===== config.mk =====
export PLATFORM = sky130hd
export DESIGN_NAME = hazard_ctrl
export DESIGN_NICKNAME = d
export VERILOG_FILES = /design/src/rtl/pipe_pkg.sv /design/src/rtl/sat_counter.sv /design/src/rtl/hazard_ctrl.sv
export SDC_FILE = /design/constraint.sdc
export NUM_CORES = 1
export LEC_CHECK = 0
export BUFFER_PORTS_ARGS = -buffer_cell sky130_fd_sc_hd__buf_2
export CORE_MARGIN = 3
export CORE_UTILIZATION = 39
export DETAILED_ROUTE_END_ITERATION = 16
export PLACE_DENSITY = 0.78
export SLEW_MARGIN = 10
export SYNTH_ARGS = -nofsm -noshare
export SYNTH_HDL_FRONTEND = slang
export SYNTH_SLANG_ARGS = --single-unit

===== constraint.sdc =====
create_clock -name clk_i -period 2 [get_ports clk_i]
set_clock_uncertainty 0.05 [all_clocks]
set_input_delay 0.4 -clock clk_i [delete_from_list [all_inputs] [get_ports clk_i]]
set_output_delay 0.4 -clock clk_i [all_outputs]
set_load 0.005 [all_outputs]

===== src/rtl/pipe_pkg.sv =====
// Shared pipeline definitions: hazard FSM states, decoder opcodes and default widths.
package pipe_pkg;

   localparam int unsigned DEFAULT_CNT_W    = 16;
   localparam int unsigned DEFAULT_MAX_WAIT = 16;

   typedef enum logic [1:0] {
      RUN      = 2'd0,
      BUBBLE   = 2'd1,
      MEM_WAIT = 2'd2
   } hazState_e;

   localparam logic [6:0] OPC_LW    = 7'b0000011;
   localparam logic [6:0] OPC_SW    = 7'b0100011;
   localparam logic [6:0] OPC_BEQ   = 7'b1100011;
   localparam logic [6:0] OPC_RTYPE = 7'b0110011;
   localparam logic [6:0] OPC_IMM   = 7'b0010011;

endpackage


===== src/rtl/sat_counter.sv =====
// Saturating up-counter with synchronous reset; clr together with inc loads 1.
module sat_counter #(
   parameter int unsigned W = 16
) (
   input  logic         clk_i,
   input  logic         rst_i,
   input  logic         clr,
   input  logic         inc,
   output logic [W-1:0] q
);

   always_ff @(posedge clk_i) begin
      if (rst_i) begin
         q <= '0;
      end else if (clr) begin
         q <= inc ? W'(1) : '0;
      end else if (inc && (q != {W{1'b1}})) begin
         q <= q + W'(1);
      end
   end

endmodule


===== src/rtl/hazard_ctrl.sv =====
// Load-use / branch-flush / memory-wait hazard controller for the 5-stage RV32I pipe.
// Perf counters are built only when HAZARD_PERF_CNT_EN is defined; otherwise they read 0.
module hazard_ctrl
   import pipe_pkg::*;
#(
   parameter int unsigned MAX_WAIT = DEFAULT_MAX_WAIT,
   parameter int unsigned CNT_W    = DEFAULT_CNT_W
) (
   input  logic             clk_i,
   input  logic             rst_i,
   input  logic [4:0]       ifid_rs1_i,
   input  logic [4:0]       ifid_rs2_i,
   input  logic             idex_memread_i,
   input  logic [4:0]       idex_rd_i,
   input  logic             branch_taken_i,
   input  logic             mem_stall_i,
   output logic             noop_o,
   output logic             pc_write_o,
   output logic             ifid_write_o,
   output logic             ifid_flush_o,
   output logic             freeze_o,
   output logic             timeout_o,
   output logic [CNT_W-1:0] stall_cnt_o,
   output logic [CNT_W-1:0] flush_cnt_o
);

   localparam int unsigned WAIT_W = $clog2(MAX_WAIT + 1);

   hazState_e         state;
   hazState_e         stateNext;
   logic              loadUse;
   logic              waitClr;
   logic              waitInc;
   logic              setTimeout;
   logic              stallEv;
   logic              flushEv;
   logic              timeout;
   logic [WAIT_W-1:0] waitCnt;

   assign loadUse = idex_memread_i && (idex_rd_i != 5'd0) &&
                    ((idex_rd_i == ifid_rs1_i) || (idex_rd_i == ifid_rs2_i));

   always_ff @(posedge clk_i) begin
      if (rst_i) begin
         state <= RUN;
      end else begin
         state <= stateNext;
      end
   end

   always_ff @(posedge clk_i) begin
      if (rst_i) begin
         timeout <= 1'b0;
      end else if (setTimeout) begin
         timeout <= 1'b1;
      end
   end

   assign timeout_o = timeout;

   // Mealy decode; an unused encoding falls through to the RUN evaluation
   always_comb begin
      stateNext    = state;
      noop_o       = 1'b0;
      pc_write_o   = 1'b0;
      ifid_write_o = 1'b0;
      ifid_flush_o = 1'b0;
      freeze_o     = 1'b0;
      stallEv      = 1'b0;
      flushEv      = 1'b0;
      waitClr      = 1'b1;
      waitInc      = 1'b0;
      setTimeout   = 1'b0;

      if (rst_i) begin
         noop_o    = 1'b1;
         stateNext = RUN;
      end else if ((state == MEM_WAIT) && mem_stall_i) begin
         freeze_o   = 1'b1;
         waitClr    = 1'b0;
         waitInc    = (waitCnt < WAIT_W'(MAX_WAIT));
         setTimeout = (waitCnt >= WAIT_W'(MAX_WAIT - 1));
      end else if (mem_stall_i) begin
         freeze_o   = 1'b1;
         stateNext  = MEM_WAIT;
         waitInc    = 1'b1;
         setTimeout = (MAX_WAIT <= 1);
      end else if (loadUse && (state != BUBBLE)) begin
         // Branch operands are stale behind a load-use pair, so no flush here
         noop_o    = 1'b1;
         stallEv   = 1'b1;
         stateNext = BUBBLE;
      end else begin
         pc_write_o   = 1'b1;
         ifid_write_o = 1'b1;
         stateNext    = RUN;
         if (branch_taken_i) begin
            ifid_flush_o = 1'b1;
            flushEv      = 1'b1;
         end
      end
   end

   sat_counter #(.W(WAIT_W)) uWaitCnt (
      .clk_i (clk_i),
      .rst_i (rst_i),
      .clr   (waitClr),
      .inc   (waitInc),
      .q     (waitCnt)
   );

`ifdef HAZARD_PERF_CNT_EN
   sat_counter #(.W(CNT_W)) uStallCnt (
      .clk_i (clk_i),
      .rst_i (rst_i),
      .clr   (1'b0),
      .inc   (stallEv),
      .q     (stall_cnt_o)
   );

   sat_counter #(.W(CNT_W)) uFlushCnt (
      .clk_i (clk_i),
      .rst_i (rst_i),
      .clr   (1'b0),
      .inc   (flushEv),
      .q     (flush_cnt_o)
   );
`else
   logic unusedEv;
   assign unusedEv    = stallEv ^ flushEv;
   assign stall_cnt_o = '0;
   assign flush_cnt_o = '0;
`endif

endmodule


# [Yosys cells after proc, flatten, opt, wreduce, memory -nomap -nowiden]
# Index checks and enable logic that the tools add are counted.
[totals] romBits=0 output_inout_bits=38 in_bits=20 latch_bits=0 ramBits=0 word_cells=46 n_memories=0 register_bits=8
[op_classes] n_shift=0 n_addsub=1 n_div=0 n_eq_ne=5 n_mux=27 order_cmp=2 bitwise=0 reduce_logical=8 n_mul=0
[op_table] op="2-to-1 mux 1 bit" n=24
[op_table] op="equality test 5 bit" n=2
[op_table] op="2-to-1 mux 5 bit" n=2
[op_table] op="adder 5 x 1 -> 5 bit (second input constant)" n=1
[op_table] op="greater-or-equal comparator 5 x 4 -> 1 bit (second input constant)" n=1
[op_table] op="logical AND 1 bit" n=5
[op_table] op="less-than comparator 5 bit (second input constant)" n=1
[op_table] op="!= test 5 bit (second input constant)" n=1
[op_table] op="nonzero test 5 bit" n=1
[op_table] op="equality test 2 bit (second input constant)" n=1
[op_table] op="2-to-1 mux 2 bit" n=1
[op_table] op="!= test 2 x 1 -> 1 bit (second input constant)" n=1
[op_table] op="nonzero test 2 bit" n=1
[op_table] op="logical OR 1 bit" n=1

# [Logic depth before layout (Yosys ltp)]
[depth] ltp_word=8 mapped_depth=7 depth_no_buf=7

# [Cells and area by module]
# From an unflattened synthesis, not the netlist that was laid out.
[hier_totals] cells_unflattened=94 area_unflattened_um2=788.3
[modules_own_cells] module="hazard_ctrl" area_each_um2=541.8 cells_per_inst=70 seq_area_each_um2=60.1 instances=1
[modules_own_cells] module="sat_counter" area_each_um2=246.5 cells_per_inst=24 seq_area_each_um2=100.1 instances=1

# [Worst setup path after synthesis]
# OpenSTA, ideal clock, no wires.
[synth_timing] kind="input to output" from="in idex_rd_i[0]" to="out pc_write_o" setup_slack_ps=62 required_ps=1550 cell_stages=4 n_path_buf=1 arrival_time_ps=1488 cell_sequence="or4_4 > o221a_4 > a21boi_1 > buf_4"
[synth_via] elab_chain_cells=8 elab_cells_between_ends=11 classes_between="eq/ne: 2; mux: 4; reduce/logical: 5"
[synth_lines] item="from (decl)" line_no="hazard_ctrl.sv:14" rtl="input logic [4:0] idex_rd_i,"
[synth_lines] item="equality test 5 bit / nonzero test 5 bit (equally long branches)" line_no="hazard_ctrl.sv:41, hazard_ctrl.sv:40"
[synth_lines] item="logical OR 1 bit / logical AND 1 bit (equally long branches)" line_no="hazard_ctrl.sv:41, hazard_ctrl.sv:40"
[synth_lines] item="logical AND 1 bit *" line_no="hazard_ctrl.sv:40" rtl="assign loadUse = idex_memread_i && (idex_rd_i != 5'd0) &&"
[synth_lines] item="logical AND 1 bit *" line_no="hazard_ctrl.sv:88" rtl="end else if (loadUse && (state != BUBBLE)) begin"
[synth_lines] item="2-to-1 mux 1 bit * (4 in series)"
[synth_lines] item="to (decl)" line_no="hazard_ctrl.sv:18" rtl="output logic pc_write_o,"
# Mark *: on every way between the ends. The rest lies on a longest branch, timed or not.

# [Worst setup path after layout]
[layout_timing] from="in idex_rd_i[3]" to="out noop_o"
[layout_via] elab_chain_cells=8 elab_cells_between_ends=11 classes_between="eq/ne: 2; mux: 4; reduce/logical: 5"
[layout_lines] item="equality test 5 bit / nonzero test 5 bit (equally long branches)" line_no="hazard_ctrl.sv:41, hazard_ctrl.sv:40"
[layout_lines] item="logical OR 1 bit / logical AND 1 bit (equally long branches)" line_no="hazard_ctrl.sv:41, hazard_ctrl.sv:40"
[layout_lines] item="logical AND 1 bit *" line_no="hazard_ctrl.sv:40"
[layout_lines] item="logical AND 1 bit *" line_no="hazard_ctrl.sv:88"
[layout_lines] item="2-to-1 mux 1 bit *" line_no="hazard_ctrl.sv:88"
[layout_lines] item="2-to-1 mux 1 bit * (2 in series)"
[layout_lines] item="2-to-1 mux 1 bit *" line_no="hazard_ctrl.sv:75" rtl="if (rst_i) begin"
[layout_lines] item="to (decl)" line_no="hazard_ctrl.sv:17" rtl="output logic noop_o,"
# Marked as above.

==> flow_summary.toml <==
[timing]
fin_crit_sh_pct = 100
setup_viol_count_final = 1
holdWs_ns = 0.317
min_period_ns = 2.00
drv_slew = 0
fmax_ghz = 0.499
finalHoldViolations = 0
rsz0062_at_grt = "yes"
setup-tns-final_ns = -0.00285
fin_ws_ns = -0.00285

[job]
drv_cap = 0

[routing]
firstDrtPassIters = 3
route.detailed.drc = 0
wl_per_cell_um = 8.82
viasPerCell = 4.05
ant_nets = 0
totalWireLength_um = 1320
drt_iter0_drc = 4
vias = 607

[clock_tree]
clockBufferDepth = 2
cts.clk_slew.worst_paths_ns = 0.05
root_buffer = "clkbuf_4"
clock_sinks = 8
cts_hold_buf = 0
htreeDepth = 1
cts_tree = "built"
insertion_delay_ns = 0.25
numCtsBuffers = 3

[synth]
syn_area_per_cell_um2 = 8.13
yosysTopAreaCell = "buf_4"
synth.top_cells.by_area = "buf_4 (32%), dfxtp_1 (21%), xnor2_1 (12%)"
netlist.area_leader.share_pct = 32.1
synthCells = 95
synth.distinct_cells = 22
synth_area_um2 = 772
ys_ff_latch = 8
synth-seq-area-share_pct = 20.7
yosys_warnings = 0

[placement]
gp_congestion = 0.691
hpwl_um = 1180
io_buffers = 25

[setup_path]
cp-start-kind = "input port"
cp_top_family = "simple AND/OR/NAND/NOR gates"
setup.worst_path.start = "idex_rd_i[3]"
path_class = "in2out"
arrival_ns = 1.55
reg2regPathDepth = 7
worstSetupPathDepth = 5
slowest_stage = "or4_4"
slowest_delay_ns = 0.52
endpoint_kind = "primary output"
critPathBufInv = 2
cp.required_ns = 1.55
reg2reg_from = "uWaitCnt.q[0]"
path_max_fanout = 4
path_cells = "buf_6, or4_4, o221a_4, a31o_1, buf_2"

[global_routing]
grt_pass1_wl_um = 1970
gr-total-overflow = 0
grt_pass1_vias = 545
grt_max_degree = 7
antenna_found_initial = 0
gr-usage-all-layers_pct = 10.3

[floorplanning]
io_pins = 58
rows = 15
die_h_um = 50.5
die_x_um = 50.5
die_area_um2 = 2550
start_util_pct = 42.8
core-area_um2 = 1800

[layout]
seq_area_um2 = 160
fin_nets = 150
multi_input_area_um2 = 483
layout-drive-gt1-share_pct = 30.4
syn_to_final_growth_pct = 12.6
num-fill-cells = 204
diodes = 0

[worst_hold_path]
hold_path_depth = 2
worstHoldPathType = "in2reg"
min_from = "rst_i"

[power]
powerDensity_nw_per_um2 = 445
p_leak_nw = 0.436
peakVddDrop_mv = 0.282
p_total_mw = 0.387

[status]
outcome = "finished with violations"
violations = "negative setup slack"
-- report_power, final --
part,leakage [nW],internal (mW),switching [mW]
Sequential,0.0650,0.162,0.00240
Combinational,0.357,0.0488,0.0496
Clock,0.0138,0.0687,0.0554
Total,0.436,0.280,0.107
-- kinds of logic (layout without fill, tap and decap cells) --
| family | Yosys count | in the layout | share of synthesized area [%] |
|---|---|---|---|
| compound gates | 10 | 10 | 10.4 |
| fa+ha+maj | 3 | 3 | 4.86 |
| other cells | 1 | 32 | 0.486 |
| buf+inv | 36 | 35 | 33.5 |
| flops | 8 | 8 | 20.7 |
| simple gates | 24 | 24 | 15.2 |
| xor+xnor | 13 | 13 | 14.7 |
-- synth_stat cells --
cell type / n
a21boi_0: 1
a21boi_1: 1
a21oi_1: 3
a31o_1: 1
and3_1: 2
buf_4: 33
conb_1: 1
dfxtp_1: 8
ha_1: 3
inv_1: 3
nand2_1: 6
nand3_1: 2
nand4_1: 2
nor2_1: 8
nor2b_1: 3
o21ai_0: 1
o21ba_2: 1
o221a_4: 1
o22ai_1: 1
or4_4: 1
xnor2_1: 11
xor2_1: 2
-- final timing paths --
| kind | endpoint | slack (ns) |
|---|---|---|
| worst min-delay path | state[1] | 0.32 |
| worst max-delay path | noop_o | -0.003 |
| worst min register to register | timeout_o | 0.43 |
| worst max register to register | uWaitCnt.q[3] | 0.27 |
-- flip-flops by register name, summed over array words and instances, names as in the netlist --
name	count
state	2
uWaitCnt.q	5
timeout_o	1
-- timing repair --
item,in CTS,in global routing
pin swaps,4,4
resized for setup,2,2
setup endpoints to repair,3,4
endpoints found under the hold margin,0,0
buffers inserted,0,0
-- metal layers --
layer,part of all wire [%],global-route usage (%),wire length [um],vias to the layer above
met2,54,20.9,720,36
li1,-,-,-,303
met5,0,0,0,-
met1,32,8.26,427,268
met3,13,5.64,175,0
met4,0,2.69,0,0
-- through the flow --
step | std cells | instance area [um2] | util (%) | setup WS [ns]
6_report | 150 | 870 | 48.3 | -0.00285
5_1_grt | 150 | 870 | 48.3 | -0.0540
4_1_cts | 150 | 860 | 47.7 | -0.0271
3_5_place_dp | 147 | 827 | 45.9 | -0.0613
3_3_place_gp | 147 | 827 | 45.9 | -0.0494
2_1_floorplan | 126 | 888 | - | 0.0625
-- placed cells by master (no fill, tap or decap) --
master,n
xnor2_1,11
o221a_4,1
a21oi_1,2
xor2_1,2
a21boi_0,1
nor2_1,8
and3_1,2
a21oi_2,1
a21boi_2,1
nand2_1,6
clkbuf_4,3
buf_2,24
o21ba_2,1
nand3_1,2
buf_4,4
or4_4,1
dfxtp_1,8
inv_1,3
ha_1,3
o21ai_0,1
nor2b_1,3
a31o_1,1
conb_1,32
nand4_1,2
o22ai_2,1
buf_6,1
-- layout make-up --
| cell class | count | share of cell area (%) |
|---|---|---|
| Sequential cell | 8 | 18.4 |
| Tap cell | 25 | 3.60 |
| Multi-Input combinational cell | 82 | 55.5 |
| Timing Repair Buffer | 29 | 18.6 |
| Clock buffer | 3 | 2.59 |
| Inverter | 3 | 1.29 |
(Power assumes the default switching activity.)
